### config.mk
export PLATFORM = sky130hd
export DESIGN_NAME = satp_switch_ctrl
export DESIGN_NICKNAME = d
export VERILOG_FILES = /design/src/rtl/satp_pkg.sv /design/src/rtl/satp_drain_timer.sv /design/src/rtl/satp_switch_ctrl.sv
export SDC_FILE = /design/constraint.sdc
export NUM_CORES = 1
export LEC_CHECK = 0
export ABC_CLOCK_PERIOD_IN_PS = 4500
export BUFFER_PORTS_ARGS = -buffer_cell sky130_fd_sc_hd__buf_2
export CAP_MARGIN = 20
export CORE_ASPECT_RATIO = 0.9
export CORE_MARGIN = 1
export CORE_UTILIZATION = 45
export DETAILED_ROUTE_END_ITERATION = 10
export GPL_ROUTABILITY_DRIVEN = 0
export PLACE_DENSITY = 0.79
export SYNTH_ARGS = -nofsm -noshare
export SYNTH_HDL_FRONTEND = slang
export SYNTH_SLANG_ARGS = --single-unit
export TNS_END_PERCENT = 30
### constraint.sdc
create_clock -name clk -period 4.5 [get_ports clk]
set_input_delay 0.9 -clock clk [delete_from_list [all_inputs] [get_ports clk]]
set_output_delay 0.9 -clock clk [all_outputs]
set_load 0.01 [all_outputs]
### src/rtl/satp_pkg.sv
// ---------------------------------------------------------------------------
// satp_pkg
//  Shared definitions for the SV32 SATP switch controller: field layout of
//  the SATP register, MODE encodings, response status codes and FSM states.
//  No ports (package).
// ---------------------------------------------------------------------------
package satp_pkg;

   localparam int SATP_W   = 32;
   localparam int MODE_W   = 4;
   localparam int ASID_W   = 6;
   localparam int PPN_W    = 22;
   localparam int MODE_LSB = 28;
   localparam int ASID_LSB = 22;
   localparam int PPN_LSB  = 0;

   localparam logic [MODE_W-1:0] MODE_BARE = 4'd0;
   localparam logic [MODE_W-1:0] MODE_SV32 = 4'd1;

   typedef enum logic [1:0] {
      ST_OK      = 2'b00,
      ST_REJECT  = 2'b01,
      ST_TIMEOUT = 2'b10
   } satp_status_e;

   typedef enum logic [1:0] {
      IDLE  = 2'd0,
      DRAIN = 2'd1,
      FLUSH = 2'd2
   } satp_ctrl_state_e;

   function automatic logic [SATP_W-1:0] satp_pack(
      input logic [MODE_W-1:0] mode,
      input logic [ASID_W-1:0] asid,
      input logic [PPN_W-1:0]  ppn
   );
      return {mode, asid, ppn};
   endfunction

endpackage

### src/rtl/satp_drain_timer.sv
// ---------------------------------------------------------------------------
// satp_drain_timer
//  Counts busy cycles spent waiting for in-flight MMU walks to drain.
//  Saturating counter (never wraps) with synchronous clear and enable.
//  expired_o is high while the count sits at TIMEOUT-1, i.e. during the
//  TIMEOUT-th enabled cycle; TIMEOUT=0 disables expiry entirely.
// Ports
//  clk        in   clock
//  rst        in   asynchronous active-high reset
//  clr_i      in   clear count to zero (wins over enable)
//  en_i       in   increment count
//  expired_o  out  count has reached TIMEOUT-1
// ---------------------------------------------------------------------------
module satp_drain_timer #(
   parameter int unsigned TIMEOUT = 16
) (
   input  logic clk,
   input  logic rst,
   input  logic clr_i,
   input  logic en_i,
   output logic expired_o
);

   localparam int  CW     = (TIMEOUT == 0) ? 1 : $clog2(TIMEOUT + 1);
   localparam bit  HAS_TO = (TIMEOUT != 0);
   localparam logic [CW-1:0] LAST = HAS_TO ? CW'(TIMEOUT - 1) : '0;

   logic [CW-1:0] cnt_q, cnt_d;

   always_comb begin
      cnt_d = cnt_q;
      if (clr_i)
         cnt_d = '0;
      else if (en_i && (cnt_q != '1))
         cnt_d = cnt_q + 1'b1;
   end

   always_ff @(posedge clk or posedge rst) begin
      if (rst) cnt_q <= '0;
      else     cnt_q <= cnt_d;
   end

   assign expired_o = HAS_TO && (cnt_q == LAST);

endmodule

### src/rtl/satp_switch_ctrl.sv
// ---------------------------------------------------------------------------
// satp_switch_ctrl
//  Owns the SV32 SATP register and sequences software writes to it. Writes
//  with MODE=0 are rejected; accepted writes always commit MODE=ENFORCED_MODE.
//  A write that changes ASID or PPN holds the MMU, waits for in-flight walks
//  to drain (with optional timeout abort), commits, then handshakes a TLB
//  flush before completing.
// Ports
//  clk, rst        clock, asynchronous active-high reset
//  req_valid/ready write request handshake from the CSR file
//  req_wdata       {MODE[31:28], ASID[27:22], PPN[21:0]}
//  rsp_valid       one-cycle completion pulse per accepted request
//  rsp_status      00 ok, 01 rejected, 10 drain timeout
//  satp_q          architectural SATP value
//  mmu_hold        block new MMU walks / TLB fills
//  mmu_busy        MMU has a walk in flight
//  flush_req       TLB flush request, held until flush_ack
//  flush_global    flush all entries (PPN changed) vs. ASID-tagged only
//  flush_asid      ASID to flush when flush_global=0
//  flush_ack       TLB flush complete
// ---------------------------------------------------------------------------
module satp_switch_ctrl
   import satp_pkg::*;
#(
   parameter logic [3:0]  ENFORCED_MODE = 4'd1,
   parameter int unsigned DRAIN_TIMEOUT = 16
) (
   input  logic        clk,
   input  logic        rst,
   input  logic        req_valid,
   output logic        req_ready,
   input  logic [31:0] req_wdata,
   output logic        rsp_valid,
   output logic [1:0]  rsp_status,
   output logic [31:0] satp_q,
   output logic        mmu_hold,
   input  logic        mmu_busy,
   output logic        flush_req,
   output logic        flush_global,
   output logic [5:0]  flush_asid,
   input  logic        flush_ack
);

   satp_ctrl_state_e  state_q, state_d;
   logic [31:0]       satp_d;
   logic [ASID_W-1:0] pend_asid_q, pend_asid_d;
   logic [PPN_W-1:0]  pend_ppn_q, pend_ppn_d;
   logic              hold_q, hold_d;
   logic              freq_q, freq_d;
   logic              fglob_q, fglob_d;
   logic [ASID_W-1:0] fasid_q, fasid_d;
   logic              rsp_vld_q, rsp_vld_d;
   satp_status_e      rsp_st_q, rsp_st_d;

   logic              tmr_clr, tmr_en, tmr_expired;

   logic [MODE_W-1:0] wr_mode;
   logic [ASID_W-1:0] wr_asid;
   logic [PPN_W-1:0]  wr_ppn;
   logic [ASID_W-1:0] cur_asid;
   logic [PPN_W-1:0]  cur_ppn;

   assign wr_mode  = req_wdata[MODE_LSB +: MODE_W];
   assign wr_asid  = req_wdata[ASID_LSB +: ASID_W];
   assign wr_ppn   = req_wdata[PPN_LSB  +: PPN_W];
   assign cur_asid = satp_q[ASID_LSB +: ASID_W];
   assign cur_ppn  = satp_q[PPN_LSB  +: PPN_W];

   satp_drain_timer #(
      .TIMEOUT (DRAIN_TIMEOUT)
   ) u_drain_timer (
      .clk       (clk),
      .rst       (rst),
      .clr_i     (tmr_clr),
      .en_i      (tmr_en),
      .expired_o (tmr_expired)
   );

   always_comb begin
      state_d     = state_q;
      satp_d      = satp_q;
      pend_asid_d = pend_asid_q;
      pend_ppn_d  = pend_ppn_q;
      hold_d      = hold_q;
      freq_d      = freq_q;
      fglob_d     = fglob_q;
      fasid_d     = fasid_q;
      rsp_vld_d   = 1'b0;
      rsp_st_d    = ST_OK;
      tmr_clr     = 1'b0;
      tmr_en      = 1'b0;

      unique case (state_q)
         IDLE: begin
            if (req_valid) begin
               if (wr_mode == MODE_BARE) begin
                  rsp_vld_d = 1'b1;
                  rsp_st_d  = ST_REJECT;
               end else if ((wr_asid == cur_asid) && (wr_ppn == cur_ppn)) begin
                  // No translation change: only MODE is re-asserted, no flush.
                  satp_d    = satp_pack(ENFORCED_MODE, wr_asid, wr_ppn);
                  rsp_vld_d = 1'b1;
                  rsp_st_d  = ST_OK;
               end else begin
                  pend_asid_d = wr_asid;
                  pend_ppn_d  = wr_ppn;
                  hold_d      = 1'b1;
                  tmr_clr     = 1'b1;
                  state_d     = DRAIN;
               end
            end
         end

         DRAIN: begin
            if (!mmu_busy) begin
               satp_d  = satp_pack(ENFORCED_MODE, pend_asid_q, pend_ppn_q);
               // A PPN change invalidates every mapping; an ASID-only change
               // only needs the new ASID's stale entries removed.
               fglob_d = (pend_ppn_q != cur_ppn);
               fasid_d = pend_asid_q;
               freq_d  = 1'b1;
               state_d = FLUSH;
            end else if (tmr_expired) begin
               hold_d    = 1'b0;
               rsp_vld_d = 1'b1;
               rsp_st_d  = ST_TIMEOUT;
               state_d   = IDLE;
            end else begin
               tmr_en = 1'b1;
            end
         end

         FLUSH: begin
            if (flush_ack) begin
               freq_d    = 1'b0;
               hold_d    = 1'b0;
               rsp_vld_d = 1'b1;
               rsp_st_d  = ST_OK;
               state_d   = IDLE;
            end
         end

         default: state_d = IDLE;
      endcase
   end

   always_ff @(posedge clk or posedge rst) begin
      if (rst) begin
         state_q     <= IDLE;
         satp_q      <= satp_pack(ENFORCED_MODE, '0, '0);
         pend_asid_q <= '0;
         pend_ppn_q  <= '0;
         hold_q      <= 1'b0;
         freq_q      <= 1'b0;
         fglob_q     <= 1'b0;
         fasid_q     <= '0;
         rsp_vld_q   <= 1'b0;
         rsp_st_q    <= ST_OK;
      end else begin
         state_q     <= state_d;
         satp_q      <= satp_d;
         pend_asid_q <= pend_asid_d;
         pend_ppn_q  <= pend_ppn_d;
         hold_q      <= hold_d;
         freq_q      <= freq_d;
         fglob_q     <= fglob_d;
         fasid_q     <= fasid_d;
         rsp_vld_q   <= rsp_vld_d;
         rsp_st_q    <= rsp_st_d;
      end
   end

   assign req_ready    = (state_q == IDLE);
   assign rsp_valid    = rsp_vld_q;
   assign rsp_status   = rsp_st_q;
   assign mmu_hold     = hold_q;
   assign flush_req    = freq_q;
   assign flush_global = fglob_q;
   assign flush_asid   = fasid_q;

endmodule

==> flow_summary.json <==
{
  "min_path_type": "in2async",
  "dieArea_sq_um": 9310,
  "startpoint_type": "input pin",
  "grt_usage": 0.191,
  "status": "finished clean",
  "yosysTopAreaCell": "dfrtp_1",
  "cts.sinks": 75,
  "drt_wl_total_microns": 8480,
  "place_ws_ps": 1060,
  "die_w_microns": 102,
  "diodes": 0,
  "netlist_area_sq_um": 4020,
  "min_period_over_period": 0.702,
  "path_class": "in2reg",
  "nets": 438,
  "tightest_slew_ps": 946,
  "grt_pass1_vias": 2649,
  "finalSetupViolCount": 0,
  "drt_pre_antenna_iters": 4,
  "yosys.area.top_type_share": 0.467,
  "vias": 2630,
  "synth_edf_count": 0,
  "wl_per_cell_microns": 16.4,
  "crit_top_cell": "nand4_1",
  "grt_setup_unrepaired": "no",
  "area_growth_pct": 16.8,
  "overflow": 0,
  "cts_buffers": 9,
  "grt_max_degree": 50,
  "start_util": 0.467,
  "clock_skew_ps": 12.5,
  "p_total_w": 0.00350,
  "cts_max_path_buffers": 2,
  "layout_commonest_cell": "buf_2",
  "cp_data_required_time_ps": 4730,
  "timing.slew.headroom": 0.370,
  "final_cell_mix": "77 x buf_2, 75 x dfrtp_1, 70 x mux2_2",
  "path_max_fanout": 28,
  "synth_flop_cell": "dfrtp_1",
  "core-area_sq_um": 8610,
  "worstRegToRegCells": 7,
  "critPathSlowestCell": "a221o_2",
  "antenna_found_initial": 0,
  "path_cells": "buf_2 -> xnor2_1 -> nand4_1 -> nor4_1 -> nand4_1 -> buf_4 -> a221o_2 -> mux2_4",
  "syn_area_per_cell_sq_um": 12.8,
  "postCtsSetupRepairBufs": 0,
  "critPathCaptureType": "register",
  "cts_root_buf": "clkbuf_8",
  "drv_slew": 0,
  "clock_latency_ps": 360,
  "cap_violations": 0,
  "post-place-cells": 501,
  "cts_hold_buf": 0,
  "worst_ep_arrival_time_ps": 3390,
  "synth.distinct_cells": 30,
  "h-tree-depth": 3,
  "nFillCells": 737,
  "timing.rr.end": "satp_q[3]",
  "max_freq_ghz": 0.317,
  "port_buffers": 77,
  "synth_cells": 314,
  "setup_tns_ps": 0,
  "power_density_nw_per_um2": 747,
  "finalHoldViolations": 0,
  "ir_drop_mv": 0.247,
  "clkSlewWorstSetupHoldPaths_ps": 90,
  "utilization": 0.545,
  "drt_iter0_markers": 98,
  "ios": 82,
  "drt_drc_violations_left": 0,
  "via_per_inst": 5.08,
  "rr_startpoint": "satp_q[9]",
  "slowest_delay_ps": 700,
  "ctsResizeCount": 0,
  "dp_hpwl_microns": 6050,
  "seq_area_frac_synth": 0.467,
  "ys_ff_latch": 75,
  "ys_async_sr_fraction": 1.00,
  "p_leak_nw": 2.14,
  "num_rows": 32,
  "cts_tree": "yes",
  "ys_warn_count": 0,
  "final_cells": 518,
  "layout_min_cycle_time_ps": 3160,
  "ant_nets": 0,
  "grt_first_pass_wirelength_microns": 13500,
  "drive_above_1_share": 0.479,
  "fp.dieH_microns": 91.6,
  "worst_slack_ps": 1340,
  "rrSetupSlack_ps": 1570,
  "synth.area.top_cells": "dfrtp_1 47%, mux2_2 20%, mux2_4 7.5%, xnor2_1 7.0%, xor2_1 4.6%"
}
==> layout make-up <==
type	instances	area [sq um]	share of cell area
Clock buffer	9	124	0.0264
Tap cell	119	149	0.0317
Inverter	8	30.0	0.00640
Multi-Input combinational cell	218	2020	0.431
Sequential cell	75	1880	0.400
Timing Repair Buffer	82	435	0.0928
Clock inverter	7	53.8	0.0115
==> cells by family (layout without fill, tap and decap cells) <==
family	Yosys count	count (layout)	synth area share
muxes	92	92	0.276
DFF	75	75	0.467
xor gates and xnor gates	53	53	0.116
and+or+nand+nor	39	39	0.0517
AOI/OAI and AO/OA	23	23	0.0343
buffers and inverters	23	106	0.0318
adders and majority gates	7	7	0.0218
other	2	4	0.00187
==> cells in the mapped netlist (2+ instances only) <==
| cell | number |
|---|---|
| xor2_1 | 21 |
| nand2_1 | 8 |
| and3_1 | 2 |
| conb_1 | 2 |
| ha_1 | 7 |
| a21oi_1 | 12 |
| o21ai_0 | 5 |
| mux2_4 | 20 |
| xnor2_1 | 32 |
| inv_1 | 8 |
| nand2b_1 | 2 |
| buf_4 | 7 |
| nand4_1 | 9 |
| dfrtp_1 | 75 |
| mux2i_1 | 2 |
| nor4_1 | 8 |
| nor2_1 | 6 |
| mux2_2 | 70 |
| clkbuf_1 | 6 |
| buf_6 | 2 |
==> worst max-delay path by stage <==
stage,from,to,slack [ps],cells after the start
2_1_floorplan,rst,flush_asid[0],1690,1
4_1_cts,req_wdata[9],satp_q[6],1420,8
3_5_place_dp,req_wdata[9],satp_q[6],1060,8
3_3_place_gp,req_wdata[9],satp_q[9],1070,8
5_1_grt,req_wdata[29],satp_q[20],1280,6
6_report,req_wdata[9],satp_q[3],1340,8
==> sequential cells by signal (all words and copies together), names as in the netlist <==
register	flops
flush_global	1
state_q	2
u_drain_timer.cnt_q	5
flush_asid	6
pend_ppn_q	22
pend_asid_q	6
rsp_valid	1
rsp_status	2
mmu_hold	1
satp_q	28
flush_req	1
==> worst max-delay path, delay by kind of cell <==
| family | cells | cell delay (ps) |
|---|---|---|
| AO/OA/AOI/OAI | 1 | 700 |
| AND/OR/NAND/NOR | 3 | 800 |
| multiplexers | 1 | 420 |
| buffers and inverters | 2 | 330 |
| XOR/XNOR | 1 | 230 |
==> layer usage <==
layer  part of all wire  up-vias  GRT usage
met4             0.0092        0     0.0423
met2               0.48       69      0.307
met5                  0        -          0
met3              0.047       11     0.0549
met1               0.46     1295      0.255
li1                   -     1255          -
==> stage by stage <==
step / cell area, sq um / hold WS (ps)
2_1_floorplan: 4030 / 492
3_5_place_dp: 4490 / 491
6_report: 4690 / 460
4_1_cts: 4670 / 508
5_1_grt: 4690 / 463
3_3_place_gp: 4490 / 486
==> report_power, final <==
part | total (W) | internal [W] | switching (W)
combinational | 0.00171 | 0.000971 | 0.000735
clock | 0.000474 | 0.000203 | 0.000272
sequential | 0.00132 | 0.00100 | 0.000322
total | 0.00350 | 0.00217 | 0.00133
No activity file was read; power rests on OpenSTA's default activity.
